==> src/rtl/cla_seq_pkg.sv <==
// Shared definitions for the sequential carry-lookahead adder controller.
//   NIBBLE_W : width of the lookahead slice
//   state_t  : controller state encoding
package cla_seq_pkg;

   localparam int NIBBLE_W = 4;

   typedef enum logic [1:0] {
      ST_IDLE = 2'd0,
      ST_RUN  = 2'd1,
      ST_DONE = 2'd2
   } state_t;

endpackage

==> src/rtl/cla4_slice.sv <==
// Combinational 4-bit generate/propagate carry-lookahead adder slice.
// Ports:
//   a, b : 4-bit addends
//   cin  : carry into bit 0
//   s    : 4-bit sum
//   cout : carry out of bit 3
module cla4_slice (
   input  logic [3:0] a,
   input  logic [3:0] b,
   input  logic       cin,
   output logic [3:0] s,
   output logic       cout
);

   logic [3:0] g;
   logic [3:0] p;
   logic [3:0] c;

   assign g = a & b;
   assign p = a ^ b;

   // All carries are flattened from g/p/cin so none depends on a lower carry.
   assign c[0] = cin;
   assign c[1] = g[0] | (p[0] & cin);
   assign c[2] = g[1] | (p[1] & g[0]) | (p[1] & p[0] & cin);
   assign c[3] = g[2] | (p[2] & g[1]) | (p[2] & p[1] & g[0])
               | (p[2] & p[1] & p[0] & cin);
   assign cout = g[3] | (p[3] & g[2]) | (p[3] & p[2] & g[1])
               | (p[3] & p[2] & p[1] & g[0])
               | (p[3] & p[2] & p[1] & p[0] & cin);

   assign s = p ^ c;

endmodule

==> src/rtl/cla_seq_adder_ctrl.sv <==
// Multi-cycle WIDTH-bit adder: one 4-bit lookahead slice is stepped over the
// operands a nibble per clock, LSB nibble first, with the carry registered
// between passes. Valid/ready on both the request and result sides.
// Optional feature macro: CLA_SEQ_OVF_EN adds a registered signed-overflow
// output OVF.
// Ports:
//   CLK, RST_N          : clock, synchronous active-low reset
//   IN_VALID, IN_READY  : request handshake, A/B/C_IN captured in IDLE
//   A, B, C_IN          : operands and carry into bit 0
//   OUT_VALID, OUT_READY: result handshake
//   S, C_OUT            : registered sum and carry out of bit WIDTH-1
//   BUSY                : operation in progress or result pending
//   OVF                 : signed overflow (CLA_SEQ_OVF_EN only)
//
// state   | meaning
// --------+----------------------------------------------------------
// ST_IDLE | ready for a request; captures operands on IN_VALID
// ST_RUN  | one nibble per clock through the slice
// ST_DONE | result presented, held until OUT_READY
module cla_seq_adder_ctrl
   import cla_seq_pkg::*;
#(
   parameter int WIDTH = 16
) (
   input  logic             CLK,
   input  logic             RST_N,
   input  logic             IN_VALID,
   output logic             IN_READY,
   input  logic [WIDTH-1:0] A,
   input  logic [WIDTH-1:0] B,
   input  logic             C_IN,
   output logic             OUT_VALID,
   input  logic             OUT_READY,
   output logic [WIDTH-1:0] S,
   output logic             C_OUT,
`ifdef CLA_SEQ_OVF_EN
   output logic             OVF,
`endif
   output logic             BUSY
);

   localparam int NIBBLES = WIDTH / NIBBLE_W;
   localparam int CNT_W   = (NIBBLES > 1) ? $clog2(NIBBLES) : 1;

   if ((WIDTH % NIBBLE_W) != 0 || WIDTH < NIBBLE_W) begin : g_width_check
      $error("cla_seq_adder_ctrl: WIDTH must be a non-zero multiple of 4");
   end

   state_t             state_q;
   state_t             state_d;
   logic [WIDTH-1:0]   a_q;
   logic [WIDTH-1:0]   b_q;
   logic [WIDTH-1:0]   s_q;
   logic               carry_q;
   logic               c_out_q;
   logic [CNT_W-1:0]   cnt_q;
   logic               last_nib;
   logic [NIBBLE_W-1:0] slice_s;
   logic               slice_cout;

   assign last_nib = (cnt_q == CNT_W'(NIBBLES - 1));

   cla4_slice u_slice (
      .a    (a_q[NIBBLE_W*int'(cnt_q) +: NIBBLE_W]),
      .b    (b_q[NIBBLE_W*int'(cnt_q) +: NIBBLE_W]),
      .cin  (carry_q),
      .s    (slice_s),
      .cout (slice_cout)
   );

   always_ff @(posedge CLK) begin
      if (!RST_N) state_q <= ST_IDLE;
      else        state_q <= state_d;
   end

   always_comb begin
      state_d   = state_q;
      IN_READY  = 1'b0;
      OUT_VALID = 1'b0;
      BUSY      = 1'b0;
      unique case (state_q)
         ST_IDLE: begin
            IN_READY = 1'b1;
            if (IN_VALID) state_d = ST_RUN;
         end
         ST_RUN: begin
            BUSY = 1'b1;
            if (last_nib) state_d = ST_DONE;
         end
         ST_DONE: begin
            BUSY      = 1'b1;
            OUT_VALID = 1'b1;
            if (OUT_READY) state_d = ST_IDLE;
         end
         default: state_d = ST_IDLE;
      endcase
   end

   always_ff @(posedge CLK) begin
      if (!RST_N) begin
         a_q     <= '0;
         b_q     <= '0;
         s_q     <= '0;
         carry_q <= 1'b0;
         c_out_q <= 1'b0;
         cnt_q   <= '0;
      end else begin
         case (state_q)
            ST_IDLE: begin
               if (IN_VALID) begin
                  a_q     <= A;
                  b_q     <= B;
                  carry_q <= C_IN;
                  s_q     <= '0;
                  cnt_q   <= '0;
               end
            end
            ST_RUN: begin
               s_q[NIBBLE_W*int'(cnt_q) +: NIBBLE_W] <= slice_s;
               carry_q <= slice_cout;
               if (last_nib) begin
                  c_out_q <= slice_cout;
                  cnt_q   <= '0;
               end else begin
                  cnt_q   <= cnt_q + CNT_W'(1);
               end
            end
            default: ;
         endcase
      end
   end

`ifdef CLA_SEQ_OVF_EN
   logic ovf_q;

   // A^B^S at the MSB recovers the carry into the MSB; xor with carry out.
   always_ff @(posedge CLK) begin
      if (!RST_N)
         ovf_q <= 1'b0;
      else if (state_q == ST_RUN && last_nib)
         ovf_q <= a_q[WIDTH-1] ^ b_q[WIDTH-1] ^ slice_s[NIBBLE_W-1] ^ slice_cout;
   end

   assign OVF = ovf_q;
`endif

   assign S     = s_q;
   assign C_OUT = c_out_q;

endmodule

==> config.mk <==
export PLATFORM = sky130hd
export DESIGN_NAME = cla_seq_adder_ctrl
export DESIGN_NICKNAME = d
export VERILOG_FILES = /design/src/rtl/cla_seq_pkg.sv /design/src/rtl/cla4_slice.sv /design/src/rtl/cla_seq_adder_ctrl.sv
export SDC_FILE = /design/constraint.sdc
export NUM_CORES = 1
export LEC_CHECK = 0
export BUFFER_PORTS_ARGS = -buffer_cell sky130_fd_sc_hd__buf_2
export CAP_MARGIN = 0
export CORE_ASPECT_RATIO = 1.75
export CORE_MARGIN = 3
export CORE_UTILIZATION = 55
export CTS_CLUSTER_SIZE = 14
export DETAILED_ROUTE_END_ITERATION = 10
export PLACE_DENSITY = 0.8
export SETUP_SLACK_MARGIN = 0.02
export SKIP_LAST_GASP = 1
export SLEW_MARGIN = 20
export SYNTH_ARGS = -nofsm -noshare
export SYNTH_HDL_FRONTEND = slang
export SYNTH_SLANG_ARGS = --single-unit
==> constraint.sdc <==
create_clock -name CLK -period 8.5 [get_ports CLK]
set_clock_uncertainty 0.1 [all_clocks]
set_input_delay 0.85 -clock CLK [delete_from_list [all_inputs] [get_ports CLK]]
set_output_delay 0.85 -clock CLK [all_outputs]
set_load 0.02 [all_outputs]
# After elaboration in Yosys (flattened, before gate mapping)
# Index checks and enable logic that the tools add are counted.
# W data, S select, Z words.
[totals] reg_bits=54 in_bits=37 out_inout_bits=20 wordCells=70
[classes] n_addsub=2 n_eq_ne=6 shift=4 muxes=15 bitwise=29 n_reduce_logical=7
[ops] cell="$neg A4 Y33" n=1
[ops] cell="$shift A4 B33 Y16 const A" n=1
[ops] cell="$shiftx A4 B33 Y16" n=1
[ops] cell="$pmux W16 S2" n=1
[ops] cell="$shiftx A16 B5 Y4" n=2
[ops] cell="$and A1 B1 Y1" n=16
[ops] cell="$bwmux W16" n=1
[ops] cell="$mux W16" n=1
[ops] cell="$mux W2" n=5
[ops] cell="$or A1 B1 Y1" n=10
[ops] cell="$xor A4 B4 Y4" n=2
[ops] cell="$ne A2 B2 Y1 const B" n=3
[ops] cell="$pmux W2 S3" n=1
[ops] cell="$reduce_and A2 Y1" n=3
[ops] cell="$and A4 B4 Y4" n=1
[ops] cell="$eq A2 B2 Y1 const B" n=2
[ops] cell="$mux W1" n=4
[ops] cell="$pmux W2 S2" n=1
[ops] cell="$reduce_and A3 Y1" n=1
[ops] cell="$add A2 B1 Y2 const B" n=1
[ops] cell="$eq A2 B1 Y1 const B" n=1
[ops] cell="$logic_not A2 Y1" n=1
[ops] cell="$pmux W1 S2" n=1
[ops] cell="$reduce_bool A2 Y1" n=1
[ops] cell="$reduce_or A2 Y1" n=1

# Depth between registers and ports, before layout
[logic_depth] depth_word=10 depth_mapped=8 depth_no_buf=6

# Cells and area by module
# From an unflattened synthesis, not the netlist that was laid out.
[unflattened] cells_unflattened=296 area_unflattened_um2=2581.2
[modules_own_cells] mod="cla_seq_adder_ctrl" n_inst=1 cells_per_inst=279 area_each_um2=2433.6 seq_area_each_um2=1081.0
[modules_own_cells] mod="cla4_slice" n_inst=1 cells_per_inst=17 area_each_um2=147.6 seq_area_each_um2=0.0

# Least setup slack after synthesis
# OpenSTA, ideal clock, no wires.
[synth_path] path_kind="register -> register" startpoint="reg cnt_q[1]" endpoint="reg s_q[3] (netlist: S[3])" setup_ns=0.062 t_arrival_ns=2.530 required_ns=8.338 path_slack_ns=5.807 path_stages_with_launch=9 path_buffers=2 period_less_slack_ns=2.693 path_cell_list="dfxtp_1 -> clkbuf_1 -> mux4_2 -> ha_1 -> a211oi_1 -> o21ba_1 -> buf_6 -> or4_1 -> nand3_1"
[synth_between] elab_chain_len=10 word_cells_on_any_way=25 classes_between="1 x add/sub; 4 x shift; 2 x mux; 18 x bitwise"
[synth_rtl] element="from (decl)" line_no="cla_seq_adder_ctrl.sv:56" text="logic [CNT_W-1:0] cnt_q;"
[synth_rtl] element="from (signal assigned)" line_no="cla_seq_adder_ctrl.sv:125" text="cnt_q <= cnt_q + CNT_W'(1);"
[synth_rtl] element="$shiftx A16 B5 Y4, on equally long branches" line_no="cla_seq_adder_ctrl.sv:64, cla_seq_adder_ctrl.sv:65"
[synth_rtl] element="$xor A4 B4 Y4 or $and A4 B4 Y4 (tied branches)" line_no="cla4_slice.sv:20, cla4_slice.sv:19"
[synth_rtl] element="$and A1 B1 Y1, on equally long branches" line_no="cla4_slice.sv:26, cla4_slice.sv:27"
[synth_rtl] element="$or A1 B1 Y1, or another cell as far along" line_no="cla4_slice.sv:26" text="assign c[3] = g[2] | (p[2] & g[1]) | (p[2] & p[1] & g[0])"
[synth_rtl] element="$or A1 B1 Y1 or $and A1 B1 Y1 (tied branches)" line_no="cla4_slice.sv:26, cla4_slice.sv:27"
[synth_rtl] element="$or A1 B1 Y1" line_no="cla4_slice.sv:27" text="| (p[2] & p[1] & p[0] & cin);"
[synth_rtl] element="$xor A4 B4 Y4" line_no="cla4_slice.sv:32" text="assign s = p ^ c;"
[synth_rtl] element="$shiftx A4 B33 Y16" line_no="cla_seq_adder_ctrl.sv:119" text="s_q[NIBBLE_W*int'(cnt_q) +: NIBBLE_W] <= slice_s;"
[synth_rtl] element="$bwmux W16 (*)" line_no="cla_seq_adder_ctrl.sv:119"
[synth_rtl] element="$pmux W16 S2 (*)" line_no="cla_seq_adder_ctrl.sv:108" text="case (state_q)"
[synth_rtl] element="to (signal, indexed assignment)" line_no="cla_seq_adder_ctrl.sv:119"
[synth_rtl] element="to (decl)" line_no="cla_seq_adder_ctrl.sv:53" text="logic [WIDTH-1:0] s_q;"
# Every way passes the cells marked *; elsewhere a longest branch is shown, timed or not.
# A chain may end at the register's enable or synchronous reset.

# Worst setup path after layout
[layout_path] startpoint="reg cnt_q[0]" endpoint="reg c_out_q (netlist: C_OUT)"
[layout_between] elab_chain_len=7 word_cells_on_any_way=17 classes_between="1 x eq/ne; 2 x shift; 13 x bitwise; 1 x reduce/logical"
[layout_rtl] element="$shiftx A16 B5 Y4, on equally long branches" line_no="cla_seq_adder_ctrl.sv:64, cla_seq_adder_ctrl.sv:65"
[layout_rtl] element="$xor A4 B4 Y4 or $and A4 B4 Y4 (tied branches)" line_no="cla4_slice.sv:20, cla4_slice.sv:19"
[layout_rtl] element="$and A1 B1 Y1, on equally long branches" line_no="cla4_slice.sv:28, cla4_slice.sv:29, cla4_slice.sv:30"
[layout_rtl] element="$or A1 B1 Y1, or another cell as far along (2 in a row)" line_no="cla4_slice.sv:28" text="assign cout = g[3] | (p[3] & g[2]) | (p[3] & p[2] & g[1])"
[layout_rtl] element="$or A1 B1 Y1 or $and A1 B1 Y1 (tied branches)" line_no="cla4_slice.sv:29, cla4_slice.sv:30"
[layout_rtl] element="$or A1 B1 Y1" line_no="cla4_slice.sv:30" text="| (p[3] & p[2] & p[1] & p[0] & cin);"
[layout_rtl] element="to (signal assigned)" line_no="cla_seq_adder_ctrl.sv:122" text="c_out_q <= slice_cout;"
[layout_rtl] element="to (decl)" line_no="cla_seq_adder_ctrl.sv:55" text="logic c_out_q;"
# Several ways; a longest one is shown, not always the timed one.

==> results.ini <==
[setup_path]
slowest_stage=dfxtp_1
path_max_fanout=17
cp-end-kind=flip-flop
slowest_delay_ps=800
path_cells=mux4_2, ha_1, a211oi_1, o21ba_1, nor2b_1, o311a_1
critPathRequiredTime_ps=8600
cp.arrival_ps=3110
critPathKind=flip-flop to flip-flop
startpoint_type=flip-flop

[synth]
synthFlopType=dfxtp_1
ys_warn_count=0
synth.cell_area_um2=2650
synth_top_cell_area_share_pct=40.8
yosys-top-cells-area=dfxtp_1 (41%), nand2_1 (10%), a21boi_0 (9.4%), mux4_2 (6.8%), ha_1 (5.7%)
synthCells=287
synthArstFlopShare_pct=0
synth_cell_type_count=46
synth_edf_count=0
synth.avg_cell_area_um2=9.23
syn_nets=337
synth_seq_cells=54
ys_seq_area_share_pct=40.8
yosys.area.top_type=dfxtp_1

[cells_and_area]
nFillCells=408
nets=383
stdcell_count=385
antenna_cells=0
mostFrequentLayoutCells=nand2_1 (72), buf_2 (56), dfxtp_1 (54)
area_growth_pct=14.0
drive_gt1_share_pct=23.7
layout_commonest_cell=nand2_1
stdcell_area_um2=3020

[route]
met1_length_um=2180
post-route-drc-count=0
drt.antenna.violating_nets=0
num_vias=2161
wire_per_inst_um=14.1
viasPerCell=5.61
wl_met3_um=260
firstDrtPassIters=4
met2_length_um=2840
drtIter0Drc=48
highest_layer=met4
finalWirelength_um=5430

[global_route]
grt.total_usage_pct=20.2
gr-total-overflow=0
grt_max_degree=62
antenna_found_initial=0
grt_pass1_wl_um=9170
grt_pass1_vias=2055

[clock_network]
hold_buffers=0
cts_tree=done
cts_root_buf=clkbuf_8
cts-resized-gates=0
cts.clk_slew.worst_paths_ps=100
cts_setup_buffers=0
htreeDepth=2
numCtsBuffers=5
worstSkewPairLatency_ps=310
numClockSinks=54
clockBufferDepth=2

[sta]
tightest_slew_ps=977
max_freq_mhz=332
drv_slew=0
maxSlewHeadroom_pct=34.7
finalHoldViolCount=0
rsz0062_at_grt=false
finalCriticalPeriod_ps=3010
fin_setup_tns_ps=0
timing.final.crit_share_pct=35.4
setup_viol=0
timing.final.ws_setup_ps=5490

[pwr]
power_w=0.000571
worst_ir_drop_vdd_v=0.000155
power.density_nw_per_um2=189
p_leak_nw=1.24

[die]
ioPinCount=57
die_area_um2=5720
coreArea_um2=4520
start_util_pct=58.5
die_w_um=58.5
placementRows=32
die_h_um=97.8

[place]
post-place-cells=377
dpl.hpwl_um=4030
gp_congestion=0.791
dp_slack_ps=5510
io_buffers=56
postPlaceCellArea_um2=2920

[run]
maxCapViolCount=0

[run_status]
outcome=completed

[worst_hold_path]
worstHoldPathType=flip-flop to flip-flop

## final cells by class
class / instances / area, µm² / share of cell area (%)
Inverter: 5 / 18.8 / 0.621
Timing Repair Buffer: 56 / 280 / 9.28
Clock buffer: 7 / 96.3 / 3.19
Sequential cell: 54 / 1080 / 35.8
Multi-Input combinational cell: 211 / 1470 / 48.7
Tap cell: 51 / 63.8 / 2.11
Clock inverter: 1 / 8.76 / 0.290
## synthesized netlist by cell type, types with 2 or more instances
cell type,number
nand2_1,72
dfxtp_1,54
a21boi_0,33
nor2b_1,14
ha_1,12
clkbuf_1,11
nand3_1,10
mux4_2,8
a22oi_1,7
buf_2,5
inv_1,5
a32oi_1,4
nand4_1,4
nor2_1,4
o21ai_0,4
nand2b_1,3
a211oi_1,2
and2_1,2
mux2i_1,2
nand3b_1,2
nor3_1,2
or3b_1,2
or4_1,2
## state kept, by name (all words and copies together) (netlist names)
register,count
C_OUT,1
S,16
a_q,16
b_q,16
carry_q,1
cnt_q,2
state_q,2
## report_power, final
group | internal [W] | switching [W] | total (W)
registers | 0.000271 | 0.0000129 | 0.000284
clock network | 0.0000748 | 0.0000825 | 0.000157
logic | 0.0000506 | 0.0000798 | 0.000130
total | 0.000396 | 0.000175 | 0.000571
## path summary, 6_finish.rpt
kind,startpoint,end,slack [ps],cells after the start
worst max-delay path,cnt_q[0]$_SDFFE_PN0P_,C_OUT$_SDFFE_PN0P_,5490,6
worst min-delay path,S[10]$_SDFFE_PN0P_,S[10]$_SDFFE_PN0P_,360,2
worst max register to register,cnt_q[0]$_SDFFE_PN0P_,C_OUT$_SDFFE_PN0P_,5490,6
worst min register to register,S[10]$_SDFFE_PN0P_,S[10]$_SDFFE_PN0P_,360,2
## routing by layer
layer | up-vias | GRT usage [%]
li1 | 1094 | -
met1 | 1004 | 23.3
met2 | 52 | 34.5
met3 | 11 | 3.70
met4 | 0 | 10.2
met5 | - | 0
## cells by family (layout without fill, tap and decap cells)
family,after synthesis,in the layout,synth area share (%)
compound gates,59,59,16.7
flops,54,54,40.8
mux,11,11,7.98
xor+xnor,1,1,0.331
fa+ha+maj,13,13,6.42
simple gates,127,127,24.1
buf+inv,22,69,3.64
## critical path: cells and delay by family, from the launching register on
| kind | cells | cell delay [ps] |
|---|---|---|
| muxes | 1 | 640 |
| DFF | 1 | 800 |
| AOI/OAI and AO/OA | 3 | 970 |
| and+or+nand+nor | 1 | 80 |
| adders and majority gates | 1 | 310 |
## stage by stage
step / util (%) / hold slack (ps)
floorplan: - / 340
global placement: 64.4 / 339
detailed placement: 64.4 / 345
global route: 66.8 / 388
CTS: 66.8 / 358
finish: 66.8 / 360
Power figures use the tool's default switching activity.
